===== src/rtl/param_cmd_decoder.sv =====
// param_cmd_decoder
// Parses 5-byte host frames (HEADER, CMD, DATA_H, DATA_L, CHK) from the link
// receiver. Each valid frame updates one *_data_async word and then raises the
// matching *_ack strobe for ACK_WIDTH cycles. The data word always settles at
// least one cycle before its ack rises, so the consumer can synchronise the ack
// and then sample the data safely.
module param_cmd_decoder #(
    parameter logic [7:0]  HEADER    = 8'hA5,
    parameter int unsigned ACK_WIDTH = 8,
    parameter logic [15:0] TIMEOUT   = 16'd10000
) (
    input  logic        clk,
    input  logic        rst_n,
    input  logic [7:0]  rx_data,
    input  logic        rx_valid,
    output logic        rx_ready,
    output logic        machine_start_ack,
    output logic        machine_stop_ack,
    output logic        change_Ton_ack,
    output logic [15:0] Ton_data_async,
    output logic        change_Toff_ack,
    output logic [15:0] Toff_data_async,
    output logic        change_Ip_ack,
    output logic [15:0] Ip_data_async,
    output logic        change_waveform_ack,
    output logic [15:0] waveform_data_async,
    output logic        frame_ok,
    output logic        frame_err
);

    localparam int HOLD_W = (ACK_WIDTH > 1) ? $clog2(ACK_WIDTH) : 1;
    localparam logic [HOLD_W-1:0] HOLD_LAST = HOLD_W'(ACK_WIDTH - 1);
    localparam logic [15:0] IDLE_LAST = TIMEOUT - 16'd1;

    localparam logic [7:0] CMD_START    = 8'h01;
    localparam logic [7:0] CMD_STOP     = 8'h02;
    localparam logic [7:0] CMD_TON      = 8'h10;
    localparam logic [7:0] CMD_TOFF     = 8'h11;
    localparam logic [7:0] CMD_IP       = 8'h12;
    localparam logic [7:0] CMD_WAVEFORM = 8'h13;

    // Bit positions inside the one-hot ack vector
    localparam int A_START = 0;
    localparam int A_STOP  = 1;
    localparam int A_TON   = 2;
    localparam int A_TOFF  = 3;
    localparam int A_IP    = 4;
    localparam int A_WAVE  = 5;

    typedef enum logic [2:0] {
        S_HUNT,
        S_CMD,
        S_DH,
        S_DL,
        S_CHK,
        S_ISSUE,
        S_HOLD
    } state_t;

    state_t state;
    state_t state_next;

    logic [7:0]        cmd_q;
    logic [7:0]        dh_q;
    logic [7:0]        dl_q;
    logic [15:0]       idle_cnt;
    logic [HOLD_W-1:0] hold_cnt;
    logic [5:0]        ack_sel;
    logic [5:0]        ack_q;
    logic              cmd_known;
    logic              accept;
    logic              in_frame;
    logic              timeout_hit;
    logic              chk_good;
    logic              err_next;

    // Decode the stored command byte into its one-hot ack target
    always_comb begin
        ack_sel   = 6'b0;
        cmd_known = 1'b0;
        case (cmd_q)
            CMD_START:    begin ack_sel[A_START] = 1'b1; cmd_known = 1'b1; end
            CMD_STOP:     begin ack_sel[A_STOP]  = 1'b1; cmd_known = 1'b1; end
            CMD_TON:      begin ack_sel[A_TON]   = 1'b1; cmd_known = 1'b1; end
            CMD_TOFF:     begin ack_sel[A_TOFF]  = 1'b1; cmd_known = 1'b1; end
            CMD_IP:       begin ack_sel[A_IP]    = 1'b1; cmd_known = 1'b1; end
            CMD_WAVEFORM: begin ack_sel[A_WAVE]  = 1'b1; cmd_known = 1'b1; end
            default:      begin ack_sel = 6'b0; cmd_known = 1'b0; end
        endcase
    end

    // Handshake, frame-window and checksum qualifiers shared by the FSM and datapath
    always_comb begin
        rx_ready    = !((state == S_ISSUE) || (state == S_HOLD));
        accept      = rx_valid && rx_ready;
        in_frame    = (state == S_CMD) || (state == S_DH) ||
                      (state == S_DL)  || (state == S_CHK);
        timeout_hit = in_frame && (idle_cnt == IDLE_LAST);
        chk_good    = (rx_data == (cmd_q ^ dh_q ^ dl_q)) && cmd_known;
    end

    // Next-state logic; a timeout wins over a byte arriving on the same edge
    always_comb begin
        state_next = state;
        err_next   = 1'b0;
        case (state)
            S_HUNT: begin
                if (accept && (rx_data == HEADER)) begin
                    state_next = S_CMD;
                end
            end
            S_CMD: begin
                if (timeout_hit) begin
                    state_next = S_HUNT;
                    err_next   = 1'b1;
                end else if (accept) begin
                    state_next = S_DH;
                end
            end
            S_DH: begin
                if (timeout_hit) begin
                    state_next = S_HUNT;
                    err_next   = 1'b1;
                end else if (accept) begin
                    state_next = S_DL;
                end
            end
            S_DL: begin
                if (timeout_hit) begin
                    state_next = S_HUNT;
                    err_next   = 1'b1;
                end else if (accept) begin
                    state_next = S_CHK;
                end
            end
            S_CHK: begin
                if (timeout_hit) begin
                    state_next = S_HUNT;
                    err_next   = 1'b1;
                end else if (accept) begin
                    if (chk_good) begin
                        state_next = S_ISSUE;
                    end else begin
                        state_next = S_HUNT;
                        err_next   = 1'b1;
                    end
                end
            end
            S_ISSUE: begin
                state_next = S_HOLD;
            end
            S_HOLD: begin
                if (hold_cnt == HOLD_LAST) begin
                    state_next = S_HUNT;
                end
            end
            default: begin
                state_next = S_HUNT;
            end
        endcase
    end

    // State register
    always_ff @(posedge clk) begin
        if (!rst_n) begin
            state <= S_HUNT;
        end else begin
            state <= state_next;
        end
    end

    // Capture the command and data bytes as they are accepted inside a frame
    always_ff @(posedge clk) begin
        if (!rst_n) begin
            cmd_q <= 8'h00;
            dh_q  <= 8'h00;
            dl_q  <= 8'h00;
        end else if (accept && !timeout_hit) begin
            case (state)
                S_CMD:   cmd_q <= rx_data;
                S_DH:    dh_q  <= rx_data;
                S_DL:    dl_q  <= rx_data;
                default: ;
            endcase
        end
    end

    // Inter-byte idle counter; only meaningful while a frame is being collected
    always_ff @(posedge clk) begin
        if (!rst_n) begin
            idle_cnt <= 16'd0;
        end else if (!in_frame || accept || timeout_hit) begin
            idle_cnt <= 16'd0;
        end else begin
            idle_cnt <= idle_cnt + 16'd1;
        end
    end

    // Counts the cycles spent in HOLD so the ack lasts exactly ACK_WIDTH cycles
    always_ff @(posedge clk) begin
        if (!rst_n) begin
            hold_cnt <= '0;
        end else if ((state == S_HOLD) && (hold_cnt != HOLD_LAST)) begin
            hold_cnt <= hold_cnt + 1'b1;
        end else begin
            hold_cnt <= '0;
        end
    end

    // Parameter words are written once in ISSUE and otherwise hold their value
    always_ff @(posedge clk) begin
        if (!rst_n) begin
            Ton_data_async      <= 16'h0000;
            Toff_data_async     <= 16'h0000;
            Ip_data_async       <= 16'h0000;
            waveform_data_async <= 16'h0000;
        end else if (state == S_ISSUE) begin
            case (cmd_q)
                CMD_TON:      Ton_data_async      <= {dh_q, dl_q};
                CMD_TOFF:     Toff_data_async     <= {dh_q, dl_q};
                CMD_IP:       Ip_data_async       <= {dh_q, dl_q};
                CMD_WAVEFORM: waveform_data_async <= {dh_q, dl_q};
                default:      ;
            endcase
        end
    end

    // Registered strobes: acks trail HOLD by one edge so data leads them by a cycle
    always_ff @(posedge clk) begin
        if (!rst_n) begin
            ack_q     <= 6'b0;
            frame_ok  <= 1'b0;
            frame_err <= 1'b0;
        end else begin
            ack_q     <= (state == S_HOLD) ? ack_sel : 6'b0;
            frame_ok  <= (state == S_HOLD) && (hold_cnt == '0);
            frame_err <= err_next;
        end
    end

    assign machine_start_ack   = ack_q[A_START];
    assign machine_stop_ack    = ack_q[A_STOP];
    assign change_Ton_ack      = ack_q[A_TON];
    assign change_Toff_ack     = ack_q[A_TOFF];
    assign change_Ip_ack       = ack_q[A_IP];
    assign change_waveform_ack = ack_q[A_WAVE];

endmodule


===== config.mk =====
export PLATFORM = sky130hd
export DESIGN_NAME = param_cmd_decoder
export DESIGN_NICKNAME = d
export VERILOG_FILES = /design/src/rtl/param_cmd_decoder.sv
export SDC_FILE = /design/constraint.sdc
export NUM_CORES = 1
export LEC_CHECK = 0
export ABC_AREA = 1
export BUFFER_PORTS_ARGS = -buffer_cell sky130_fd_sc_hd__buf_2
export CORE_MARGIN = 4
export CORE_UTILIZATION = 45
export DETAILED_ROUTE_END_ITERATION = 10
export PLACE_DENSITY_LB_ADDON = 0.15
export SLEW_MARGIN = 15
export SYNTH_ARGS = -nofsm -noshare
export SYNTH_HDL_FRONTEND = slang
export SYNTH_SLANG_ARGS = --single-unit

===== constraint.sdc =====
create_clock -name clk -period 2.1 [get_ports clk]
set_clock_uncertainty 0.1 [all_clocks]
set_input_delay 0.105 -clock clk [delete_from_list [all_inputs] [get_ports clk]]
set_output_delay 0.105 -clock clk [all_outputs]
set_load 0.01 [all_outputs]

==> flow_summary.ini <==
[global_routing]
gr-total-overflow = 0
grt_first_pass_wirelength_um = 20800
grt_pass1_vias = 4241
grt_max_degree = 52
antenna_found_initial = 0
grt_usage_pct = 20.7

[power]
powerDensity_nw_per_um2 = 943
vdd.ir_drop.worst_mv = 0.497
switching_share_pct = 25.5
combPwrFrac_pct = 9.6
p_leak_uw = 0.00268
pwr-share-clk_pct = 50.5
power_frac_seq_pct = 39.9
intPower_uw = 4430
p_sw_uw = 1510

[floorplanning]
die_width_um = 113
pin_count = 84
row_count = 38
core-area_um2 = 10800
initial_utilization_pct = 45.8
die_y_um = 113
die_area_um2 = 12700

[cts]
clockBufferDepth = 2
path_clk_slew_ns = 0.06
clock_sinks = 118
cts_tree = done
clk_latency_ns = 0.53
numCtsBuffers = 17
root_buffer = clkbuf_8
htree_levels = 4
post_cts_buffers = 0

[worst_setup_path]
critPathKind = register to register
required_ns = 2.42
max_stage_delay_ns = 0.49
critPathCaptureType = register
endpoint = cmd_q[5]$_SDFFE_PN0P_
path_depth = 9
reg2reg_to = cmd_q[5]$_SDFFE_PN0P_
path_cells = inv_1 -> o21ai_1 -> a21oi_1 -> nand2_2 -> nand2_2 -> nor2_2 -> inv_2 -> nor2_1 -> nor2_1
crit_path_max_fanout = 10
rr_worst_depth = 9
crit_family = simple AND/OR/NAND/NOR gates
crit_buf_inv = 2
cp-startpoint = state[2]$_SDFFE_PN0P_
arrival_ns = 2.21
r2r_start = state[2]$_SDFFE_PN0P_
rrSetupSlack_ns = 0.20
slowest_stage = dfxtp_1
start_kind = register

[logic_synthesis]
postSynthAreaPerCell_um2 = 7.34
synth_top_area_share_pct = 47.7
ys_seq_elements = 118
synth-edff-count = 0
syn_area_um2 = 4950
synthFlopType = dfxtp_1
syn_inst = 674
yosysWarnings = 0
yosysSeqAreaShare_pct = 47.7
synth_commonest_cells = nand2_1, dfxtp_1, a21oi_1, inv_1, nor2_1
synthTopCellsByArea = dfxtp_1, nand2_1, a21oi_1
synth.distinct_cells = 31
async_flop_share_pct = 0
synth_top_cell_by_area = dfxtp_1
synth.most_common_cell = nand2_1
synth_nets = 689

[sta]
max_freq_ghz = 0.527
setup_viol = 0
period_minus_slack_ns = 1.90
hold_viol = 0
maxSlewHeadroom_pct = 56.7
holdWs_ns = 0.325
slew_viol_final = 0
tightestPinTransition_ns = 0.645
finalCritPeriodShare_pct = 90.3

[finish]
fillCellCount = 1023
antenna_cells = 0
finalNonFillerCells = 930
drive_above_1_share_pct = 21.1
nNetsFinal = 792
area_growth_pct = 27.2

[run]
maxCapViolCount = 0

[detailed_routing]
wirelength_um = 13100
viasPerCell = 4.94
post_drt_wl_per_cell_um = 14.1
via_count = 4590
ant_nets = 0
drt_first_iter_violations = 394
firstDrtPassIters = 5
drcViolationCount = 0

[status]
status = complete, no violations

[placed_design]
gp_congestion = 0.831
placed_cells = 888
dpl.hpwl_um = 9300
io_buffers = 83

[min_path]
min_from = idle_cnt[0]$_SDFF_PP0_
hp-class = register to register
==> kinds of logic after synthesis <==
group,synth area share [%]
AO/OA/AOI/OAI,15.5
XOR/XNOR,3.01
adder cells (fa/ha/maj),1.01
buffers and inverters,9.23
flip-flops,47.7
AND/OR/NAND/NOR,23.5
==> per-stage QoR <==
step	util [%]	worst slack, ns	setup TNS [ns]	area [um2]	power (uW)
after floorplan	-	0.375	0	4950	2800
after global placement	51.4	0.162	0	5540	2930
after detailed placement	51.4	0.128	0	5540	2940
after CTS	58.0	0.113	0	6260	5970
after global routing	58.3	-0.0124	-0.0124	6290	6170
final	58.3	0.203	0	6290	5940
==> power groups by stage <==
stage	clock network (uW)	logic, uW	registers (uW)
2_1_floorplan	0	417	2390
3_3_place_gp	0	522	2410
3_5_place_dp	0	529	2410
4_1_cts	3050	551	2360
5_1_grt	3150	644	2370
6_report	3000	570	2370
==> cell usage in the layout (no fill, tap or decap), types with 5 or more instances in the layout <==
cell type,count
nor2_1,60
dlygate4sd3_1,10
nand3_1,35
o21ai_1,12
buf_4,18
o21ai_0,43
clkinv_4,5
dfxtp_1,116
inv_1,69
xor2_1,7
xnor2_1,10
buf_2,83
clkbuf_16,16
nand2_1,138
nor3_1,10
inv_2,14
a21oi_1,93
==> how the worst min path moves through the flow <==
stage,end,depth (start not counted)
after global placement,frame_ok$_SDFF_PN0_,1
after floorplan,cmd_q[5]$_SDFFE_PN0P_,2
after global routing,idle_cnt[0]$_SDFF_PP0_,1
final,idle_cnt[0]$_SDFF_PP0_,1
after CTS,frame_ok$_SDFF_PN0_,1
after detailed placement,frame_ok$_SDFF_PN0_,1
==> sequential cells by signal (all words and copies together), names as in the netlist, 3 cells and up <==
| signal | count |
|---|---|
| ack_q | 6 |
| state | 3 |
| Ip_data_async | 16 |
| cmd_q | 8 |
| waveform_data_async | 16 |
| hold_cnt | 3 |
| Ton_data_async | 16 |
| Toff_data_async | 16 |
| idle_cnt | 16 |
| dl_q | 8 |
| dh_q | 8 |
==> timing repair <==
item	CTS	global route
hold endpoints to repair	44	0
hold buffers	10	0
gates resized for setup	0	12
setup endpoints to repair	0	52
==> final cells by class <==
cell class | count | area (um2) | share of cell area (%)
clock buffers | 17 | 414 | 6.58
well taps | 140 | 175 | 2.78
clock inverters | 15 | 205 | 3.26
repair buffers | 112 | 662 | 10.5
inverters | 85 | 322 | 5.11
multi-input cells | 443 | 2150 | 34.2
flip-flops and latches | 118 | 2360 | 37.6
==> layer usage <==
metal  global-route usage, %  vias up  share of wire, %
met4                    9.78        0               2.8
met3                    5.40       35               6.9
met1                    25.7     2041                43
met2                    33.6      136                47
met5                       0        -                 0
li1                        -     2378                 -
(Power assumes the default switching activity.)
